$ cat src/rtl/mcu_cmd_pkg.sv
// mcu_cmd_pkg: shared definitions for the MCU command controller.
//   - opcode constants for the command bytes
//   - FSM state encoding
//   - default memory address width
// Optional macro MCU_CMD_CHECKSUM_EN adds the CHK opcode and its argument state.
package mcu_cmd_pkg;

    localparam int unsigned ADDR_W_DEFAULT = 16;

    localparam logic [7:0] OpSetAddr = 8'h01;
    localparam logic [7:0] OpWrite   = 8'h02;
    localparam logic [7:0] OpLed     = 8'h03;
    localparam logic [7:0] OpClrErr  = 8'h04;
`ifdef MCU_CMD_CHECKSUM_EN
    localparam logic [7:0] OpChk     = 8'h05;
`endif

    typedef enum logic [2:0] {
        StIdle,
        StAddrLo,
        StAddrHi,
        StWrite,
`ifdef MCU_CMD_CHECKSUM_EN
        StChkArg,
`endif
        StLedArg
    } state_e;

endpackage

$ cat src/rtl/mcu_cmd_fifo.sv
// mcu_cmd_fifo: small synchronous FIFO for buffered memory writes.
// Ports:
//   sysclk, rst_n  clock, asynchronous active-low reset (empties the FIFO)
//   push, wdata    write an entry; ignored while full
//   pop            remove the head entry; ignored while empty
//   rdata          head entry (valid while !empty)
//   full, empty    status flags, derived from registered pointers only
module mcu_cmd_fifo #(
    parameter int unsigned Width = 24,
    parameter int unsigned Depth = 4
) (
    input  logic             sysclk,
    input  logic             rst_n,
    input  logic             push,
    input  logic [Width-1:0] wdata,
    input  logic             pop,
    output logic [Width-1:0] rdata,
    output logic             full,
    output logic             empty
);

    localparam int unsigned PtrW = $clog2(Depth);

    // Pointers carry one extra wrap bit to tell full from empty.
    logic [PtrW:0]      wr_ptr_q;
    logic [PtrW:0]      rd_ptr_q;
    logic [Width-1:0]   mem_q [Depth];

    assign empty = (wr_ptr_q == rd_ptr_q);
    assign full  = (wr_ptr_q[PtrW] != rd_ptr_q[PtrW]) &&
                   (wr_ptr_q[PtrW-1:0] == rd_ptr_q[PtrW-1:0]);
    assign rdata = mem_q[rd_ptr_q[PtrW-1:0]];

    always_ff @(posedge sysclk or negedge rst_n) begin
        if (!rst_n) begin
            wr_ptr_q <= '0;
            rd_ptr_q <= '0;
        end else begin
            if (push && !full) begin
                wr_ptr_q <= wr_ptr_q + (PtrW + 1)'(1);
            end
            if (pop && !empty) begin
                rd_ptr_q <= rd_ptr_q + (PtrW + 1)'(1);
            end
        end
    end

    // Storage needs no reset: entries are only visible through the pointers.
    always_ff @(posedge sysclk) begin
        if (push && !full) begin
            mem_q[wr_ptr_q[PtrW-1:0]] <= wdata;
        end
    end

endmodule

$ cat src/rtl/mcu_cmd_ctrl.sv
// mcu_cmd_ctrl: decodes a byte stream from an MCU bus into pixel-memory writes and
// a few control registers.
// Ports:
//   sysclk, rst_n                    clock, asynchronous active-low reset
//   rx_valid, rx_byte, rx_is_cmd     byte strobe, byte, command(1)/data(0) flag
//   mem_wr_en, mem_addr, mem_data    buffered write request (FIFO head)
//   mem_ready                        memory accepts the write this cycle
//   led                              LED register
//   busy                             command in progress or writes pending
//   err                              sticky protocol error
// Optional macro MCU_CMD_CHECKSUM_EN: enables opcode 0x05 (CHK), which compares a
// running XOR of accepted WRITE data bytes against its argument byte.
module mcu_cmd_ctrl
    import mcu_cmd_pkg::*;
#(
    parameter int unsigned ADDR_W     = ADDR_W_DEFAULT,
    parameter int unsigned FIFO_DEPTH = 4
) (
    input  logic              sysclk,
    input  logic              rst_n,
    input  logic              rx_valid,
    input  logic [7:0]        rx_byte,
    input  logic              rx_is_cmd,
    output logic              mem_wr_en,
    output logic [ADDR_W-1:0] mem_addr,
    output logic [7:0]        mem_data,
    input  logic              mem_ready,
    output logic              led,
    output logic              busy,
    output logic              err
);

    localparam int unsigned EntryW = ADDR_W + 8;

    state_e            state_q;
    logic [ADDR_W-1:0] addr_q;
    logic [7:0]        addr_lo_q;   // staged until the high byte arrives
    logic              led_q;
    logic              err_q;
`ifdef MCU_CMD_CHECKSUM_EN
    logic [7:0]        chk_q;
`endif

    logic              fifo_full;
    logic              fifo_empty;
    logic              fifo_push;
    logic              fifo_pop;
    logic [EntryW-1:0] fifo_rdata;

    assign fifo_push = rx_valid && !rx_is_cmd && (state_q == StWrite) && !fifo_full;
    assign fifo_pop  = !fifo_empty && mem_ready;

    mcu_cmd_fifo #(
        .Width (EntryW),
        .Depth (FIFO_DEPTH)
    ) u_fifo (
        .sysclk (sysclk),
        .rst_n  (rst_n),
        .push   (fifo_push),
        .wdata  ({addr_q, rx_byte}),
        .pop    (fifo_pop),
        .rdata  (fifo_rdata),
        .full   (fifo_full),
        .empty  (fifo_empty)
    );

    assign mem_wr_en = !fifo_empty;
    assign mem_addr  = fifo_rdata[EntryW-1:8];
    assign mem_data  = fifo_rdata[7:0];
    assign led       = led_q;
    assign err       = err_q;
    assign busy      = (state_q != StIdle) || !fifo_empty;

    always_ff @(posedge sysclk or negedge rst_n) begin
        if (!rst_n) begin
            state_q   <= StIdle;
            addr_q    <= '0;
            addr_lo_q <= '0;
            led_q     <= 1'b0;
            err_q     <= 1'b0;
`ifdef MCU_CMD_CHECKSUM_EN
            chk_q     <= '0;
`endif
        end else if (rx_valid) begin
            if (rx_is_cmd) begin
                // Any command aborts whatever was in progress.
                case (rx_byte)
                    OpSetAddr: state_q <= StAddrLo;
                    OpWrite: begin
                        state_q <= StWrite;
`ifdef MCU_CMD_CHECKSUM_EN
                        chk_q   <= '0;
`endif
                    end
                    OpLed:     state_q <= StLedArg;
                    OpClrErr: begin
                        err_q   <= 1'b0;
                        state_q <= StIdle;
                    end
`ifdef MCU_CMD_CHECKSUM_EN
                    OpChk:     state_q <= StChkArg;
`endif
                    default: begin
                        err_q   <= 1'b1;
                        state_q <= StIdle;
                    end
                endcase
            end else begin
                case (state_q)
                    StIdle: err_q <= 1'b1;
                    StAddrLo: begin
                        addr_lo_q <= rx_byte;
                        state_q   <= StAddrHi;
                    end
                    StAddrHi: begin
                        addr_q  <= ADDR_W'({rx_byte, addr_lo_q});
                        state_q <= StIdle;
                    end
                    StWrite: begin
                        // Full is judged on pre-pop occupancy; the byte is lost.
                        if (fifo_full) begin
                            err_q <= 1'b1;
                        end else begin
                            addr_q <= addr_q + ADDR_W'(1);
`ifdef MCU_CMD_CHECKSUM_EN
                            chk_q  <= chk_q ^ rx_byte;
`endif
                        end
                    end
                    StLedArg: begin
                        if (rx_byte == 8'hFF) begin
                            led_q <= 1'b1;
                        end else if (rx_byte == 8'h00) begin
                            led_q <= 1'b0;
                        end
                        state_q <= StIdle;
                    end
`ifdef MCU_CMD_CHECKSUM_EN
                    StChkArg: begin
                        if (chk_q != rx_byte) begin
                            err_q <= 1'b1;
                        end
                        state_q <= StIdle;
                    end
`endif
                    default: state_q <= StIdle;
                endcase
            end
        end
    end

endmodule
$ cat config.mk
export PLATFORM = sky130hd
export DESIGN_NAME = mcu_cmd_ctrl
export DESIGN_NICKNAME = d
export VERILOG_FILES = /design/src/rtl/mcu_cmd_pkg.sv /design/src/rtl/mcu_cmd_fifo.sv /design/src/rtl/mcu_cmd_ctrl.sv
export SDC_FILE = /design/constraint.sdc
export NUM_CORES = 1
export LEC_CHECK = 0
export ABC_AREA = 1
export BUFFER_PORTS_ARGS = -buffer_cell sky130_fd_sc_hd__buf_4
export CAP_MARGIN = 20
export CORE_AREA = 2 2 112 114
export DETAILED_ROUTE_END_ITERATION = 6
export DIE_AREA = 0 0 114 116
export HOLD_SLACK_MARGIN = 0.03
export PLACE_DENSITY_LB_ADDON = 0.1
export SLEW_MARGIN = 20
export SYNTH_ARGS = -nofsm -noshare
export SYNTH_HDL_FRONTEND = slang
export SYNTH_SLANG_ARGS = --single-unit
$ cat constraint.sdc
create_clock -name sysclk -period 2.2 [get_ports sysclk]
set_input_delay 0.22 -clock sysclk [delete_from_list [all_inputs] [get_ports sysclk]]
set_output_delay 0.22 -clock sysclk [all_outputs]
set_load 0.02 [all_outputs]
==> Word level (Yosys, flattened, before mapping) <==
Memories as Yosys holds them, arrays and structs flattened.
Index checks and enable logic that the tools add are counted.
{ "op_classes": {"add_sub_neg": 3, "n_mux": 13, "bitwise_logic": 1, "n_eq_ne": 16, "n_reduce_logical": 24} }
{ "ops": {"columns": ["operator", "count"], "rows": [
  ["$pmux 16 s2", 1],
  ["$add 16x1->16 const B", 1],
  ["$eq 8x2->1 const B", 2],
  ["$mux 16", 1],
  ["$reduce_and 4->1", 3],
  ["$pmux 3 s3", 1],
  ["$eq 8x1->1 const B", 1],
  ["$eq 8x3->1 const B", 1],
  ["$eq 8x8->1 const B", 1],
  ["$logic_not 8->1", 1],
  ["$logic_and 1x1->1", 7],
  ["$add 3x1->3 const B", 2],
  ["$eq 3x2->1 const B", 2],
  ["$mux 1", 6],
  ["$pmux 3 s2", 1],
  ["$reduce_bool 3->1", 2],
  ["$ne 2x2->1 const B", 2],
  ["$pmux 1 s2", 2],
  ["$reduce_bool 2->1", 2],
  ["$eq 3x1->1 const B", 1],
  ["$eq 3x3->1", 1],
  ["$eq 3x3->1 const B", 1],
  ["$logic_not 1->1", 3],
  ["$logic_not 3->1", 1],
  ["11 further kinds", 11]
]} }
{ "totals": {"word_cells": 65, "ram_bits": 96, "memories": 1, "ff_bits": 35, "in_bits": 13, "out_inout_bits": 28} }
{ "memory_table": {"columns": ["name", "words", "word_bits", "rd", "rd_ports_with_merged_regs", "wr", "line", "source"], "rows": [
  ["u_fifo.mem_q", 4, 24, 1, 0, 1, "mcu_cmd_fifo.sv:27", "logic [Width-1:0] mem_q [Depth];"]
]} }

==> Depth between registers and ports, before layout <==
Gate-level depths: netlist of run 1.
{ "depth": {"word_depth": 7, "ltp_mapped": 10, "mapped_depth_nobuf": 10} }

==> Hierarchy <==
A second synthesis of run 1 with hierarchy kept.
{ "hier_totals": {"cells_unflattened": 561, "hier_area_um2": 5831.8} }
{ "by_module_without_submodules": {"columns": ["module", "area_per_inst_um2", "instances", "cells_each", "seq_area_each_um2"], "rows": [
  ["mcu_cmd_fifo", 3990.1, 1, 293, 3032.9],
  ["mcu_cmd_ctrl", 1841.8, 1, 268, 725.7]
]} }

==> Worst setup path after synthesis of run 1 <==
Ideal clock, no wire load.
{ "synth_timing": {"kind": "register to register", "startpoint": "reg u_fifo.rd_ptr_q[1]", "endpoint": "mem u_fifo.mem_q[2][0], enable pin", "n_path_buf": 0, "slack_ps": -171, "required_time_ps": 1795, "t_arrival_ps": 1966, "path_stages_with_launch": 9, "path_cell_list": "dfrtp_1 -> inv_2 -> nand2_2 -> nand2_2 -> nand3_1 -> nand2_1 -> inv_2 -> nand2_2 -> nor2_1"} }
{ "synth_between": {"elab_chain_cells": 7} }
{ "synth_lines": {"columns": ["element", "line", "source"], "rows": [
  ["start, declared", "mcu_cmd_fifo.sv:26", "logic [PtrW:0] rd_ptr_q;"],
  ["start signal, assigned", "mcu_cmd_fifo.sv:43", "rd_ptr_q <= rd_ptr_q + (PtrW + 1)'(1);"],
  ["$eq 2x2->1 *", "mcu_cmd_fifo.sv:31", "(wr_ptr_q[PtrW-1:0] == rd_ptr_q[PtrW-1:0]);"],
  ["$logic_and 1x1->1 *", "mcu_cmd_fifo.sv:30", "assign full = (wr_ptr_q[PtrW] != rd_ptr_q[PtrW]) &&"],
  ["$logic_not 1->1 *", "mcu_cmd_fifo.sv:50, mcu_cmd_ctrl.sv:50", null],
  ["$logic_and 1x1->1", "mcu_cmd_ctrl.sv:50", "assign fifo_push = rx_valid && !rx_is_cmd && (state_q == StWrite) && !fifo_full;"],
  ["$logic_and 1x1->1 *", "mcu_cmd_fifo.sv:50", "if (push && !full) begin"],
  ["$mux 1 *", "mcu_cmd_fifo.sv:50", null],
  ["$mux 1 (not written as such) *", "mcu_cmd_fifo.sv:51", "mem_q[wr_ptr_q[PtrW-1:0]] <= wdata;"],
  ["end, declared", "mcu_cmd_fifo.sv:27", null]
]} }
Every way passes the cells marked *; elsewhere a longest branch is shown, timed or not.

==> Worst setup path in the final report of run 1 <==
{ "layout_timing": {"startpoint": "reg u_fifo.rd_ptr_q[0]", "endpoint": "out mem_data[6]"} }
{ "layout_between": {"elab_chain_cells": 1} }
{ "layout_lines": {"columns": ["element", "line", "source"], "rows": [
  ["$mem_v2 4x24", null, null],
  ["end, declared", "mcu_cmd_ctrl.sv:26", "output logic [7:0] mem_data,"]
]} }
Every way passes these cells.

==> results of run 1 <==
metal layers:
metal  up-vias  routed length [um]  GRT usage (%)
li1       2081                   -              -
met1      2016                5850           27.6
met2       121                6090           35.0
met3        26                 617           5.44
met4         0                 306           9.51
met5         -                   0              0
layout by cell type, fill, tap and decap left out, drive strengths merged, types with 3 or more instances in the layout:
| cell type | n |
|---|---|
| nand2 | 128 |
| edfxtp | 96 |
| nor2 | 88 |
| o21ai | 69 |
| buf | 54 |
| inv | 44 |
| dfrtp | 35 |
| nand3 | 35 |
| o22ai | 25 |
| clkbuf | 25 |
| nand4 | 10 |
| ha | 6 |
| clkinv | 5 |
| or2 | 3 |
| a21oi | 3 |
metrics by stage:
| step | worst slack [ps] | power [W] | cells | cell area, sq um | utilization, % |
|---|---|---|---|---|---|
| floorplan | -171 | 0.00434 | 574 | 5840 | - |
| global placement | 479 | 0.00520 | 754 | 6350 | 53.3 |
| detailed placement | 423 | 0.00523 | 754 | 6350 | 53.3 |
| CTS | 61.7 | 0.00783 | 787 | 6910 | 58.0 |
| global route | 6.66 | 0.00817 | 787 | 6910 | 58.0 |
| finish | 121 | 0.00776 | 787 | 6910 | 58.0 |
worst min-delay path by stage:
stage	to	slack, ps	depth (start not counted)
2_1_floorplan	addr_lo_q[0]	-80	0
4_1_cts	u_fifo.mem_q[2][7]	30	1
3_3_place_gp	err	210	1
5_1_grt	u_fifo.mem_q[1][6]	40	1
6_report	u_fifo.mem_q[2][7]	50	1
3_5_place_dp	err	220	1
cell usage after synthesis, drive strengths merged:
master,n
o21bai,2
ha,6
and2,1
o21ai,69
xnor2,2
or2,3
nand4,10
nor4,2
clkbuf,9
dfrtp,35
a21oi,3
o22ai,25
xor2,1
nand2,128
buf,12
nor3,2
nand3,35
edfxtp,96
nor2,88
nand3b,1
inv,44
flip-flops by register name (all words and copies together) (netlist names):
register	flops
state_q	3
u_fifo.rd_ptr_q	3
err	1
addr_q	16
u_fifo.mem_q	96
addr_lo_q	8
u_fifo.wr_ptr_q	3
led	1
final cells by class:
class,count,area (sq um),share of cell area (%)
multi-input cells,378,1810,26.2
repair buffers,55,444,6.43
well taps,147,184,2.66
flip-flops and latches,131,3760,54.4
clock buffers,25,485,7.03
inverters,44,165,2.39
clock inverters,7,58.8,0.851
power breakdown:
part / internal, W / switching [W]
Clock: 0.00163 / 0.000957
Sequential: 0.00277 / 0.000131
Combinational: 0.000836 / 0.00144
Total: 0.00523 / 0.00253
worst reg2reg max path: stages (launching register included):
cell	delay (ps)
dfrtp_1	420
inv_1	110
nand2_1	80
nand2_1	90
nand3_1	120
nand2_1	70
inv_2	50
nand2_2	120
nor2_2	130
buf_4	260
logic make-up (layout without fill, tap and decap cells):
logic type | Yosys count | count (layout)
flops | 131 | 131
xor+xnor | 3 | 3
compound gates | 99 | 99
buf+inv | 65 | 131
fa+ha+maj | 6 | 6
simple gates | 270 | 270
repair_timing:
action                                  in CTS  in global routing
hold buffers                                 1                  0
hold endpoints to repair                    35                  0
endpoints found under the setup margin       0                  2
gates resized for setup                      0                  1
==> results.ini, run 1 <==
[run_status]
status = complete, no violations

[logic_synthesis]
postSynthNetCount = 593
synth_area_leaders = edfxtp_1, dfrtp_1, nand2_1
yosysSeqAreaShare_pct = 64.4
synth-xor-area-share_pct = 0.450
yosysUniqueCellTypes = 32
synthSimpleGateAreaFrac_pct = 20.0
synth-compound-area-share_pct = 9.17
synth_top_family_by_area = simple AND/OR/NAND/NOR gates
synth_top_area_share_pct = 49.4
synth_area_per_cell_sq_um = 10.2
synth_adder_area_share_pct = 1.29
synthMuxAreaShare_pct = 0
synth_top_cell_by_area = edfxtp_1
yosysWarnings = 0
syn_area_sq_um = 5840
syn-instance-count = 574
synth-seq-cells = 131

[setup_path]
critPathKind = reg -> out
r2r_slack_ps = 410
crit_arrival_ps = 1860
critical_path.top_delay_family = buffers and inverters
crit_end = mem_data[6]
worst-path-stages = 5
required_ps = 1980
cp-end-kind = primary output
path_max_fanout = 49
crit-reg2reg-launch = u_fifo.wr_ptr_q[0]
timing.rr.end = u_fifo.mem_q[1][14]
path_common_cell = buf_4
worstPathCellList = inv_2 -> buf_4 -> o21ai_0 -> o22ai_1 -> buf_4
cp-start-kind = flop
setup.worst_path.start = u_fifo.rd_ptr_q[0]
cp_slowest_cell = buf_4
reg2reg_depth = 9
cpPeakStageDelay_ps = 440
worst-path-buf-inv = 3

[layout]
area.growth.synth_to_final_pct = 18.3
final_nets = 646
diodes = 0
nFillCells = 1010
drive_gt1_share_pct = 17.3

[floorplan]
num_rows = 40
die-area_sq_um = 13200
die_y_um = 116
boundaryPins = 41
start_util_pct = 49.0
core_area_sq_um = 11900
die_w_um = 114

[placed_design]
hpwl_um = 8210
finalWeightedCongestion = 0.855
port_buffers = 40

[clock_tree]
cts_setup_buffers = 0
clock_path_buffers = 2
clock_sinks = 131
cts.clk_slew.worst_paths_ps = 50
cts_htree_levels = 4
cts_tree = yes
cts_root_buf = clkbuf_16
numCtsBuffers = 17
worst_skew_pair.late_latency_ps = 420

[pwr]
irDropWorstVdd_mv = 0.894
power.leakage_nw = 2.73
pwr_density_cell_nw_per_um2 = 1120

[timing]
rsz0062_at_grt = false
clock.fmax_mhz = 481
tightest_slew_ps = 519
fin_skew_ps = 10.3
fin_setup_tns_ps = 0
relSlewSlack_pct = 65.4
finalSetupViolCount = 0
slew_viol_final = 0
period_share_pct = 94.5
hold_ws_ps = 47.1
period_needed_ps = 2080
hold_violations = 0

[worst_hold_path]
hp-class = in -> reg
min_from = rx_byte[7]

[detailed_routing]
first_pass_iters = 5
routed_via_density = 5.39
routed_wl_um = 12900
vias = 4244
drt_iter0_markers = 267
drt.antenna.violating_nets = 0
wl_per_cell_um = 16.3
remaining_drc_errors = 0

[global_routing]
antenna_found_initial = 0
grt_max_degree = 50
grt_pass1_vias = 4142
overflow = 0
grt_first_pass_wirelength_um = 21300
grtUsageTotal_pct = 21.5

[job]
maxCapViolations = 0

Power figures use the tool's default switching activity.
==> run 2, diff against run 1 <==
RECOVER_POWER = 25   (was default)
==> run 2 against run 1 <==
  * Count of clock-buffer cells in the layout is the same
  * Non-clock buffer count is the same
  * Cell count unchanged
  * Utilization shrank 0.27 points
  * Setup slack lost 3.0 ps
  * Sequential share of layout area is 0.26 points higher
==> results.ini, run 2 (same netlist as run 1, synthesis figures left out) <==
[layout]
final-instance-count-excl-fill = 787  ; unchanged
area.growth.synth_to_final_pct = 17.8  ; was 18.3%
largest_reg_flops = 96  ; unchanged
drive_gt1_share_pct = 16.1  ; was 17.3%
fin_util_pct = 57.7  ; was 58.0%
final_cell_mix = nand2_1, edfxtp_1, nor2_1, o21ai_0, buf_4  ; unchanged
final_common_cell = nand2_1  ; unchanged
diodes = 0  ; unchanged
final_nets = 646  ; unchanged

[detailed_routing]
routed_via_density = 5.37  ; was 5.39
drt_iter0_markers = 237  ; was 267
drt.antenna.violating_nets = 0  ; unchanged
remaining_drc_errors = 0  ; unchanged
wl_per_cell_um = 16.3  ; about the same
routed_wl_um = 12800  ; was 12900 um
first_pass_iters = 5  ; unchanged
vias = 4225  ; was 4244

[run_status]
status = complete, no violations  ; unchanged

[timing]
finalSetupViolCount = 0  ; unchanged
fin_skew_ps = 11.9  ; was 10.3 ps
relSlewSlack_pct = 37.5  ; was 65.4%
slew_viol_final = 0  ; unchanged
rsz0062_at_grt = false  ; unchanged
hold_violations = 0  ; unchanged
tightest_slew_ps = 938  ; was 519 ps
clock.fmax_mhz = 480  ; was 481 MHz
period_needed_ps = 2080  ; about the same
period_share_pct = 94.6  ; was 94.5%

[setup_path]
setup.worst_path.start = u_fifo.rd_ptr_q[0]  ; unchanged
crit-reg2reg-launch = u_fifo.wr_ptr_q[0]  ; unchanged
required_ps = 1980  ; about the same
cp-start-kind = flop  ; unchanged
cp-end-kind = primary output  ; unchanged
crit_arrival_ps = 1860  ; about the same
critPathKind = reg -> out  ; unchanged
path_max_fanout = 49  ; unchanged

[floorplan]
die_w_um = 114  ; unchanged
die_y_um = 116  ; unchanged
num_rows = 40  ; unchanged
die-area_sq_um = 13200  ; unchanged
start_util_pct = 49.0  ; unchanged
core_area_sq_um = 11900  ; unchanged
boundaryPins = 41  ; unchanged

[pwr]
power.leakage_nw = 2.70  ; was 2.73 nW
irDropWorstVdd_mv = 0.883  ; was 0.894 mV
pwr_density_cell_nw_per_um2 = 1130  ; was 1120 nW/um^2

[clock_tree]
worst_skew_pair.late_latency_ps = 420  ; about the same
clock_path_buffers = 2  ; unchanged
cts_htree_levels = 4  ; unchanged
numCtsBuffers = 17  ; unchanged
cts_root_buf = clkbuf_16  ; unchanged
cts_setup_buffers = 0  ; unchanged
cts_tree = yes  ; unchanged
clock_sinks = 131  ; unchanged
cts.clk_slew.worst_paths_ps = 50  ; about the same

[placed_design]
place_inst = 754  ; unchanged
port_buffers = 40  ; unchanged
hpwl_um = 8210  ; unchanged
finalWeightedCongestion = 0.855  ; unchanged

[global_routing]
grt_first_pass_wirelength_um = 21300  ; unchanged
grt_max_degree = 50  ; unchanged
antenna_found_initial = 0  ; unchanged
overflow = 0  ; unchanged
grtUsageTotal_pct = 21.5  ; unchanged
grt_pass1_vias = 4142  ; unchanged

[worst_hold_path]
hp-class = in -> reg  ; unchanged
min_from = rx_valid  ; was rx_byte[7]

[job]
maxCapViolations = 0  ; unchanged

## run 2: cell count changes in the layout (fill, tap and decap cells not counted), sizes merged
cell,previous run,this run
buf,54,45
clkbuf,25,34
## run 2: final timing paths
path | endpoint | slack [ps] | depth (start not counted)
hold reg to reg | addr_lo_q[5] | 490 | 2
setup reg to reg | u_fifo.mem_q[1][14] | 410 | 9
max in group asynchronous | addr_q[5] | 1120 | 2
hold / removal | state_q[2] | 120 | 3
min in group asynchronous | err | 490 | 2
setup / recovery | mem_data[6] | 120 | 5
## run 2: layout make-up
cell class | instances | area (sq um)
inverters | 44 | 165
multi-input cells | 378 | 1810
well taps | 147 | 184
clock buffers | 25 | 485
clock inverters | 7 | 58.8
fillers | 1007 | 5030
flip-flops and latches | 131 | 3760
repair buffers | 55 | 412
## run 2: metal layers
layer	wire [um]	global-route usage, %
met2	6110	35.0
met3	550	5.44
met4	255	9.51
met5	0	0
met1	5910	27.6
## run 2: critical path, stage by stage, from the launching register on
cell and delay [ps]:
dfrtp_1 410, inv_2 70, buf_4 420, o21ai_0 160, o22ai_1 180, buf_4 180
## run 2: what timing repair did
| action | CTS | global route |
|---|---|---|
| hold buffers | 1 | 0 |
| resized for setup | 0 | 1 |
| setup endpoints to repair | 0 | 2 |
| endpoints found under the hold margin | 35 | 0 |
## run 2: per-stage QoR
| step | hold slack, ps | setup TNS, ps | worst slack (ps) | area [sq um] | power [W] |
|---|---|---|---|---|---|
| global route | 113 | 0 | 6.66 | 6880 | 0.00817 |
| detailed placement | 217 | 0 | 423 | 6350 | 0.00523 |
| CTS | 33.6 | 0 | 61.7 | 6910 | 0.00783 |
| floorplan | -75.6 | -16440 | -171 | 5840 | 0.00434 |
| finish | 120 | 0 | 118 | 6880 | 0.00775 |
| global placement | 211 | 0 | 479 | 6350 | 0.00520 |
## run 2: where the power goes
part | internal (W) | switching, W | leakage (nW)
Clock | 0.00163 | 0.000957 | 0.264
Sequential | 0.00277 | 0.000131 | 1.34
Combinational | 0.000829 | 0.00143 | 1.10
==> run 3, diff against run 2 <==
CORE_AREA = 2 2 111 113   (was 2 2 112 114)
DIE_AREA = 0 0 113 115   (was 0 0 114 116)
SYNTH_HIERARCHICAL = 1   (was default)
==> run 3 against run 2 <==
  * Critical endpoint is now mem_data[1]
  * Utilization increased by 0.76 points
  * Via count is 1.7% lower
  * Synthesized cell count shrank 2.3%
  * The run now ends with design-rule violations left
  * Largest power group unchanged
  * Sequential share of layout area shrank 0.26 points
==> results.ini, run 3 <==
[logic_synthesis]
synth-seq-cells = 131  ; unchanged
synth_top_cell_by_area = edfxtp_1  ; unchanged
syn-instance-count = 561  ; was 574
synth_top_area_share_pct = 49.4  ; about the same
async_reset_ff_share_pct = 26.7  ; unchanged
synth_area_per_cell_sq_um = 10.4  ; was 10.2 sq um
syn_area_sq_um = 5830  ; was 5840 sq um
synth-edff-count = 96  ; unchanged
yosysUniqueCellTypes = 32  ; unchanged
synth_common_cells = nand2_1, edfxtp_1, nor2_1  ; unchanged
yosysWarnings = 6  ; was 0
yosysSeqAreaShare_pct = 64.4  ; about the same
postSynthNetCount = 580  ; was 593
synth_most_common_cell = nand2_1  ; unchanged
synth_ff_type = edfxtp_1  ; unchanged
synth_area_leaders = edfxtp_1, dfrtp_1, nand2_1  ; unchanged

[setup_path]
path_common_cell = buf_4  ; unchanged
cp-start-kind = flop  ; unchanged
cp-end-kind = primary output  ; unchanged
path_max_fanout = 50  ; was 49
required_ps = 1980  ; about the same
cp_slowest_cell = buf_4  ; unchanged
critPathKind = reg -> out  ; unchanged
reg2reg_depth = 12  ; was 9
crit_arrival_ps = 1880  ; was 1860 ps
r2r_slack_ps = 100  ; was 410 ps
setup.worst_path.start = u_fifo/rd_ptr_q[0]  ; was u_fifo.rd_ptr_q[0]
crit-reg2reg-launch = u_fifo/wr_ptr_q[0]  ; was u_fifo.wr_ptr_q[0]
timing.rr.end = u_fifo/mem_q[3][11]  ; was u_fifo.mem_q[1][14]
crit_end = mem_data[1]  ; was mem_data[6]
worst-path-buf-inv = 2  ; was 3
worstPathCellList = buf_4 -> o21ai_0 -> o22ai_1 -> buf_4  ; was inv_2 -> buf_4 -> o21ai_0 -> o22ai_1 -> buf_4
cpPeakStageDelay_ps = 420  ; about the same
critical_path.top_delay_family = buffers and inverters  ; unchanged
worst-path-stages = 4  ; was 5

[detailed_routing]
vias = 4152  ; was 4225
wl_per_cell_um = 16.5  ; was 16.3 um
remaining_drc_errors = 1  ; was 0
drt_iter0_markers = 328  ; was 237
routed_via_density = 5.35  ; was 5.37
routed_wl_um = 12800  ; about the same
first_pass_iters = 7  ; was 5
drt.antenna.violating_nets = 0  ; unchanged

[placed_design]
hpwl_um = 8260  ; was 8210 um
place_inst = 738  ; was 754
finalWeightedCongestion = 0.848  ; was 0.855
pre_cts_slack_ps = 121  ; was 423 ps
post_dp_cell_area_sq_um = 6330  ; was 6350 sq um
port_buffers = 40  ; unchanged

[floorplan]
boundaryPins = 41  ; unchanged
num_rows = 40  ; unchanged
start_util_pct = 49.4  ; was 49.0%
core_area_sq_um = 11800  ; was 11900 sq um
die-area_sq_um = 13000  ; was 13200 sq um
die_y_um = 115  ; was 116 um
die_w_um = 113  ; was 114 um

[timing]
fin_ws_ps = 97.3  ; was 118 ps
fin_skew_ps = 6.84  ; was 11.9 ps
period_share_pct = 95.6  ; was 94.6%
hold_violations = 0  ; unchanged
relSlewSlack_pct = 39.1  ; was 37.5%
clock.fmax_mhz = 476  ; was 480 MHz
tightest_slew_ps = 913  ; was 938 ps
slew_viol_final = 0  ; unchanged
finalSetupViolCount = 0  ; unchanged
period_needed_ps = 2100  ; was 2080 ps

[global_routing]
grt_first_pass_wirelength_um = 20700  ; was 21300 um
grtUsageTotal_pct = 21.2  ; was 21.5%
grt_max_degree = 51  ; was 50
grt_pass1_vias = 4074  ; was 4142
antenna_found_initial = 0  ; unchanged
overflow = 0  ; unchanged

[job]
maxCapViolations = 0  ; unchanged

[layout]
fin_area_sq_um = 6910  ; was 6880 sq um
nFillCells = 1024  ; was 1007
final_cell_mix = nand2_1, edfxtp_1, nor2_1, o21ai_0, inv_1  ; was nand2_1, edfxtp_1, nor2_1, o21ai_0, buf_4
diodes = 0  ; unchanged
final_common_cell = nand2_1  ; unchanged
drive_gt1_share_pct = 15.7  ; was 16.1%
final-instance-count-excl-fill = 776  ; was 787
area.growth.synth_to_final_pct = 18.5  ; was 17.8%
final_nets = 635  ; was 646
largest_reg_flops = 96  ; unchanged

[pwr]
power.leakage_nw = 2.74  ; was 2.70 nW
irDropWorstVdd_mv = 0.419  ; was 0.883 mV
pwr_density_cell_nw_per_um2 = 846  ; was 1130 nW/um^2
power.total_w = 0.00585  ; was 0.00775 W

[clock_tree]
clock_path_buffers = 2  ; unchanged
cts.clk_slew.worst_paths_ps = 50  ; about the same
cts_root_buf = clkbuf_16  ; unchanged
cts_htree_levels = 4  ; unchanged
clock_sinks = 131  ; unchanged
numCtsBuffers = 17  ; unchanged
worst_skew_pair.late_latency_ps = 420  ; about the same
cts_tree = yes  ; unchanged

[run_status]
status = finished with violations  ; was complete, no violations
violations = design-rule violations

[worst_hold_path]
hp-class = in -> reg  ; unchanged

[run 3: cell count changes in the layout (fill, tap and decap cells not counted), sizes merged, moves of 4 or more]
cell	delta
nor3	+5
o21ai	+5
nand2	-22
a21oi	+14
clkinvlp	+4
nor2	-12
clkinv	+5
clkbuf	-8
[run 3: area by class of cell]
| type | instances | area (sq um) | share of cell area [%] |
|---|---|---|---|
| flip-flops and latches | 131 | 3760 | 54.4 |
| repair buffers | 57 | 463 | 6.70 |
| inverters | 48 | 189 | 2.73 |
| clock buffers | 17 | 425 | 6.16 |
| well taps | 147 | 184 | 2.66 |
| clock inverters | 15 | 118 | 1.70 |
| multi-input cells | 361 | 1770 | 25.6 |
[run 3: how the worst min path moves through the flow]
stage,start,end,cells past startpoint,slack (ps)
after global placement,rst_n,u_fifo/rd_ptr_q[2],1,210
final,rx_is_cmd,state_q[1],3,120
after detailed placement,rst_n,u_fifo/rd_ptr_q[2],1,220
after global routing,rx_is_cmd,state_q[1],3,140
after floorplan,rst_n,addr_lo_q[0],0,-80
after CTS,rx_byte[6],u_fifo/mem_q[2][6],1,30
[run 3: tightest hold or removal path, stage by stage]
cell	delay, ps
buf_4	140
nand4_1	90
a21oi_1	60
[run 3: per-layer routing]
layer / track usage (%) / share of wire [%] / up-vias
met1: 28.1 / 44 / 1960
met5: 0 / 0 / -
li1: - / - / 2054
met2: 33.9 / 48 / 121
met4: 9.43 / 1.5 / 0
met3: 4.74 / 6.9 / 17
[run 3: kinds of logic (layout without fill, tap and decap cells)]
family                     count (synthesis)  after routing  synth area share, %
xor gates and xnor gates                   4              4                0.923
AOI/OAI and AO/OA                        116            116                 10.7
and+or+nand+nor                          235            235                 17.3
buffers and inverters                     69            137                 5.30
adders and majority gates                  6              6                 1.29
DFF                                      131            131                 64.4
[run 3: where the power goes]
part / switching [W] / internal, W
Combinational: 0.000213 / 0.000116
Sequential: 0.000187 / 0.00279
Clock: 0.00100 / 0.00153
[run 3: what timing repair did]
item	in CTS	in global routing
hold buffers	4	0
gates resized for setup	1	2
setup buffers	0	2
endpoints found under the setup margin	24	56
endpoints found under the hold margin	43	0
[run 3: metrics by stage]
| stage | util [%] | hold WS [ps] | setup TNS, ps |
|---|---|---|---|
| 3_5_place_dp | 53.6 | 217 | 0 |
| 6_report | 58.5 | 124 | 0 |
| 2_1_floorplan | - | -75.6 | -14390 |
| 5_1_grt | 58.5 | 140 | -1360 |
| 3_3_place_gp | 53.6 | 214 | 0 |
| 4_1_cts | 58.6 | 33.4 | 0 |
